### config.mk
export PLATFORM = sky130hd
export DESIGN_NAME = spi_tx_fifo
export DESIGN_NICKNAME = d
export VERILOG_FILES = /design/src/rtl/spi_tx_fifo.sv
export SDC_FILE = /design/constraint.sdc
export NUM_CORES = 1
export LEC_CHECK = 0
export CELL_PAD_IN_SITES_DETAIL_PLACEMENT = 0
export CELL_PAD_IN_SITES_GLOBAL_PLACEMENT = 1
export CORE_ASPECT_RATIO = 1.4
export CORE_MARGIN = 1
export CORE_UTILIZATION = 35
export CTS_CLUSTER_SIZE = 10
export DETAILED_ROUTE_END_ITERATION = 10
export HOLD_SLACK_MARGIN = 0.03
export PLACE_DENSITY = 0.6
export SYNTH_ARGS = -nofsm -noshare
export SYNTH_HDL_FRONTEND = slang
export SYNTH_SLANG_ARGS = --single-unit
### constraint.sdc
create_clock -name clk -period 2.85 [get_ports clk]
set_input_delay 0.57 -clock clk [delete_from_list [all_inputs] [get_ports clk]]
set_output_delay 0.57 -clock clk [all_outputs]
set_load 0.02 [all_outputs]
### src/rtl/spi_tx_fifo.sv
// Transmit FIFO between a write-side producer and an spi_master read port.
// Define SPI_TX_FIFO_THRESH_EN to add the almost_full / almost_empty threshold outputs.
module spi_tx_fifo #(
  parameter int unsigned data_width_g   = 8,
  parameter int unsigned depth_g        = 16
`ifdef SPI_TX_FIFO_THRESH_EN
  ,
  parameter int unsigned almost_full_g  = depth_g - 2,
  parameter int unsigned almost_empty_g = 2
`endif
) (
  input  logic                       clk,
  input  logic                       rst,
  input  logic [data_width_g-1:0]    wr_din,
  input  logic                       wr_din_valid,
  output logic                       full,
  output logic [$clog2(depth_g):0]   used,
  output logic                       overflow,
  input  logic                       fifo_req_data,
  output logic [data_width_g-1:0]    fifo_din,
  output logic                       fifo_din_valid,
  output logic                       fifo_empty,
  output logic                       underflow
`ifdef SPI_TX_FIFO_THRESH_EN
  ,
  output logic                       almost_full,
  output logic                       almost_empty
`endif
);

  localparam int unsigned addr_w = $clog2(depth_g);
  localparam int unsigned used_w = addr_w + 1;

  logic [data_width_g-1:0] r_mem [depth_g];
  logic [addr_w-1:0]       r_wr_ptr;
  logic [addr_w-1:0]       r_rd_ptr;
  logic                    w_rd_acc;
  logic                    w_wr_acc;
  logic [used_w-1:0]       w_used_nxt;

  // A read frees a slot in the same cycle, so a write while full is accepted alongside it.
  assign w_rd_acc = fifo_req_data & ~fifo_empty;
  assign w_wr_acc = wr_din_valid & (~full | w_rd_acc);

  always_comb begin
    w_used_nxt = used;
    if (w_wr_acc && !w_rd_acc) begin
      w_used_nxt = used + used_w'(1);
    end else if (w_rd_acc && !w_wr_acc) begin
      w_used_nxt = used - used_w'(1);
    end
  end

  // Storage is left uninitialised; only the pointers and counter are cleared.
  always_ff @(posedge clk) begin
    if (!rst && w_wr_acc) begin
      r_mem[r_wr_ptr] <= wr_din;
    end
  end

  always_ff @(posedge clk) begin
    if (rst) begin
      r_wr_ptr       <= '0;
      r_rd_ptr       <= '0;
      used           <= '0;
      full           <= 1'b0;
      fifo_empty     <= 1'b1;
      fifo_din       <= '0;
      fifo_din_valid <= 1'b0;
      overflow       <= 1'b0;
      underflow      <= 1'b0;
    end else begin
      if (w_wr_acc) begin
        r_wr_ptr <= r_wr_ptr + addr_w'(1);
      end
      if (w_rd_acc) begin
        r_rd_ptr <= r_rd_ptr + addr_w'(1);
        fifo_din <= r_mem[r_rd_ptr];
      end
      fifo_din_valid <= w_rd_acc;
      overflow       <= wr_din_valid & ~w_wr_acc;
      underflow      <= fifo_req_data & fifo_empty;
      used           <= w_used_nxt;
      full           <= (w_used_nxt == used_w'(depth_g));
      fifo_empty     <= (w_used_nxt == '0);
    end
  end

`ifdef SPI_TX_FIFO_THRESH_EN
  always_ff @(posedge clk) begin
    if (rst) begin
      almost_full  <= 1'b0;
      almost_empty <= 1'b1;
    end else begin
      almost_full  <= (w_used_nxt >= used_w'(almost_full_g));
      almost_empty <= (w_used_nxt <= used_w'(almost_empty_g));
    end
  end
`endif

endmodule

== Word-level counts from Yosys, hierarchy flattened ==
Memories as Yosys holds them, arrays and structs flattened. A register that Yosys moved wholly into a read port is not among the register bits.
Index checks and enable logic that the tools add are counted.
Storage, ports and cells
  memories: 1
  RAM bits: 128
  register bits after elaboration: 18
  word-level logic and storage cells: 33
  input port bits: 12
Memories
  r_mem: words 16, width 8, rd ports 1, clocked after memory_dff 1, write ports 1, line 34  | logic [data_width_g-1:0] r_mem [depth_g];
Cells by class
  $add $sub $neg: 4
  bitwise operators: 8
  multiplexer cells: 4
  equality and inequality tests: 1
  reduce and logical (&&, ||, !) cells: 7
Operators by type and width (number)
  5-bit two-way mux: 2
  4-bit by 1-bit adder with 4-bit output, second input constant: 2
  5-bit by 1-bit adder with 5-bit output, second input constant: 1
  5-bit equality test, second input constant: 1
  5-bit zero test: 1
  5-bit by 1-bit subtractor with 5-bit output, second input constant: 1
  1-bit AND: 4
  1-bit logical AND: 3
  1-bit zero test: 3
  1-bit inverter: 3
  1-bit two-way mux: 2
  1-bit bitwise OR: 1

== Longest topological paths before layout ==
  word-level depth: 9
  depth in mapped cells: 7

== Worst setup path after synthesis ==
OpenSTA, ideal clock, no wires.
  kind: input -> register
  start point: input fifo_req_data
  end point: memory r_mem[0][0] (enable)
  required time: 2467 ps
  slack: 572 ps
  cell stages on the path: 6
  data arrival time: 1894 ps
  library setup time: 383 ps
  cells stage by stage: nand2b_1 buf_6 a21boi_2 and2b_1 nand2_1 nor3_1
Between the ends
  word-level cells in the longest chain between the ends: 6
RTL lines
  start: declaration: line 19  | input logic fifo_req_data,
  1-bit AND: line 42  | assign w_rd_acc = fifo_req_data & ~fifo_empty;
  1-bit bitwise OR: line 43  | assign w_wr_acc = wr_din_valid & (~full | w_rd_acc);
  1-bit AND: line 43
  1-bit logical AND: line 56  | if (!rst && w_wr_acc) begin
  1-bit two-way mux: line 56
  1-bit two-way mux (not written as such): line 57  | r_mem[r_wr_ptr] <= wr_din;
  end: declaration: line 34
No other way between the ends.

== Worst setup path in the final report ==
  start point: register used[1]
  end point: output used[1]
RTL lines
  start: declaration: line 17  | output logic [$clog2(depth_g):0] used,
  start signal: assignment: line 83  | used <= w_used_nxt;
No word-level cell between the ends.

==> impl_metrics.py <==
metrics = {
    "run_status": {
        "status": "complete, no violations",
    },
    "sta": {
        "finClkSkew_ns": 0.009109,
        "setup_violations": 0,
        "worst_slew_pin_slew_ns": 0.7348,
        "fmax_ghz": 0.4677,
        "max_slew_margin_pct": 50.86,
        "rsz0062_at_grt": "no",
        "finalCritPeriodShare_pct": 75.02,
        "hold_viol_final": 0,
        "worst_slack_ns": 0.7119,
        "setup-tns-final_ns": 0,
        "fin_crit_ns": 2.138,
        "slew_violations": 0,
    },
    "drt": {
        "wl_per_cell_um": 19.08,
        "drtIter0Drc": 150,
        "vias": 3466,
        "drtPass1Iterations": 4,
        "vias_per_cell": 4.923,
        "drc": 0,
        "ant_nets": 0,
        "routed_wl_um": 13430,
    },
    "clocking": {
        "cts_hold_buf": 0,
        "cts-resized-gates": 0,
        "clock_path_buffers": 2,
        "cts_buffers": 17,
        "cts_root_buffer": "clkbuf_16",
        "post_cts_buffers": 0,
        "clk_latency_ns": 0.41,
        "clk_pin_slew_ns": 0.06,
        "cts_tree": "built",
        "h-tree-depth": 4,
        "cts.sinks": 154,
    },
    "die": {
        "dieArea_mm2": 0.01806,
        "start_util_pct": 36.16,
        "fp-row-count": 56,
        "pin_count": 30,
        "die-height_um": 158.6,
        "core_area_mm2": 0.01696,
        "die_x_um": 113.9,
    },
    "synth": {
        "synth_area_leaders": "edfxtp_1 (63%), mux2i_1 (9.8%), dfxtp_1 (8.5%), a22oi_1 (3.7%), nor2_1 (1.8%)",
        "synthDistinctLibCells": 42,
        "ys_warn_count": 0,
        "synthArstFlopShare_pct": 0,
        "syn_avg_cell_area_um2": 15.45,
        "netlist_area_mm2": 0.006132,
        "synth_edf_count": 128,
        "yosysTopAreaCell": "edfxtp_1",
        "synthTopCellsByCount": "edfxtp_1 (128), mux2i_1 (60), a22oi_1 (30)",
        "yosysMostFrequentCell": "edfxtp_1",
        "syn_nets": 416,
        "syn_inst": 397,
        "synth_ff_type": "edfxtp_1",
        "ys_ff_latch": 154,
        "yosysTopAreaCellShare_pct": 62.68,
        "yosysSeqAreaShare_pct": 71.17,
    },
    "worst_setup_path": {
        "cp_num_buf_inv": 1,
        "start_kind": "flop",
        "cpPeakStageDelay_ns": 0.67,
        "endpoint_kind": "primary output",
        "crit_fanout": 8,
        "criticalPathCategory": "reg2out",
        "cp_top_family": "buffers and inverters",
        "slowest_stage": "clkdlybuf4s50_1",
        "required_ns": 2.28,
        "worstPathCellList": "clkdlybuf4s50_1",
        "cp.arrival_ns": 1.57,
    },
    "power": {
        "power_density_mw_per_mm2": 727.7,
        "vdd_drop_max_v": 0.0003622,
        "leakagePower_uw": 0.002355,
    },
    "placed_design": {
        "placed_area_mm2": 0.006872,
        "dp_slack_ns": 0.3275,
        "globalplace.congestion": 0.7635,
        "io_buffers": 29,
        "dpl.hpwl_um": 9254,
    },
    "finish": {
        "antennaDiodeCount": 0,
        "multi_input_area_mm2": 0.001645,
        "syn2layout_area_growth_pct": 21.46,
        "drive_gt1_share_pct": 15.68,
        "fin_nets": 478,
        "fill_cells": 1551,
        "seq_area_mm2": 0.004368,
        "stdcell_area_mm2": 0.007448,
    },
    "global_routing": {
        "overflow": 0,
        "grt_pass1_vias": 3615,
        "grt_start_max_net_pins": 23,
        "track_usage_pct": 16.05,
        "antenna_found_initial": 0,
        "grt_pass1_wl_um": 20730,
    },
    "job": {
        "drv_cap": 0,
    },
    "hold_path": {
        "hold_class": "reg2reg",
    },
}
## cells in the final DEF (no fill, tap or decap), types with 3 or more instances in the layout
cell type        synthesis  routed
edfxtp_1               128     128
ha_1                     7       7
xnor2_1                  5       5
clkdlybuf4s50_1          0      29
a22oi_1                 30      30
nand2_1                 14      14
nor2_1                  29      29
buf_4                    3      35
clkbuf_16                0      17
dfxtp_1                 26      25
clkinvlp_4               0       3
mux2i_1                 60      60
a32oi_1                  8       8
a21oi_1                  4       4
o21ai_0                 12      12
xor2_1                   5       5
inv_6                    0       4
clkbuf_1                 7       3
nand2b_1                 3       3
nand3_1                 10      10
inv_1                    4       4
nor3_1                   6       6
## per-stage QoR
| stage | util, % | hold WS (ns) | total power [uW] | cells |
|---|---|---|---|---|
| floorplan | - | 0.4931 | 3022 | 397 |
| global placement | 40.53 | 0.4956 | 3287 | 672 |
| detailed placement | 40.53 | 0.5040 | 3294 | 672 |
| CTS | 43.93 | 0.5150 | 5478 | 704 |
| global route | 43.93 | 0.5385 | 5629 | 704 |
| finish | 43.93 | 0.5115 | 5420 | 704 |
## kinds of logic after synthesis
logic type / Yosys count / share of synthesized area (%)
AOI/OAI and AO/OA: 60 / 7.080
xor gates and xnor gates: 10 / 1.428
adders and majority gates: 7 / 1.428
buffers and inverters: 25 / 2.000
DFF: 154 / 71.17
muxes: 63 / 10.71
and+or+nand+nor: 78 / 6.183
## flip-flops by register name (all words and copies together) (netlist names), 4 cells and up
signal / cells
r_mem: 128
r_rd_ptr: 4
fifo_din: 8
used: 5
r_wr_ptr: 4
## path summary, 6_finish.rpt
path	startpoint	to	slack, ns	cells past startpoint
worst max-delay path	used[1]	used[1]	0.71	1
worst min-delay path	fifo_empty	underflow	0.51	2
worst max register to register	used[0]	fifo_empty	0.97	5
worst min register to register	fifo_empty	underflow	0.51	2
## power breakdown
group	internal, uW	switching (uW)
Clock	1300	880
Sequential	2500	80.9
Combinational	288	366
Total	4090	1330
## routing by layer
layer  routed length [um]  up-vias  track usage, %  share of wire, %
li1                     -     1658               -                 -
met1                 5683     1750           18.63                42
met2                 7248       48           29.12                54
met3                  323       10           3.464               2.4
met4                  178        0           5.690               1.3
met5                    0        -               0                 0
## final cells by class
cell class | instances | share of cell area [%]
sequential | 154 | 58.64
clock inverter | 12 | 1.881
multi-input combinational | 218 | 22.09
tap | 232 | 3.897
clock buffer | 20 | 5.863
timing repair buffer | 64 | 7.425
inverter | 4 | 0.2016
(Power assumes the default switching activity.)
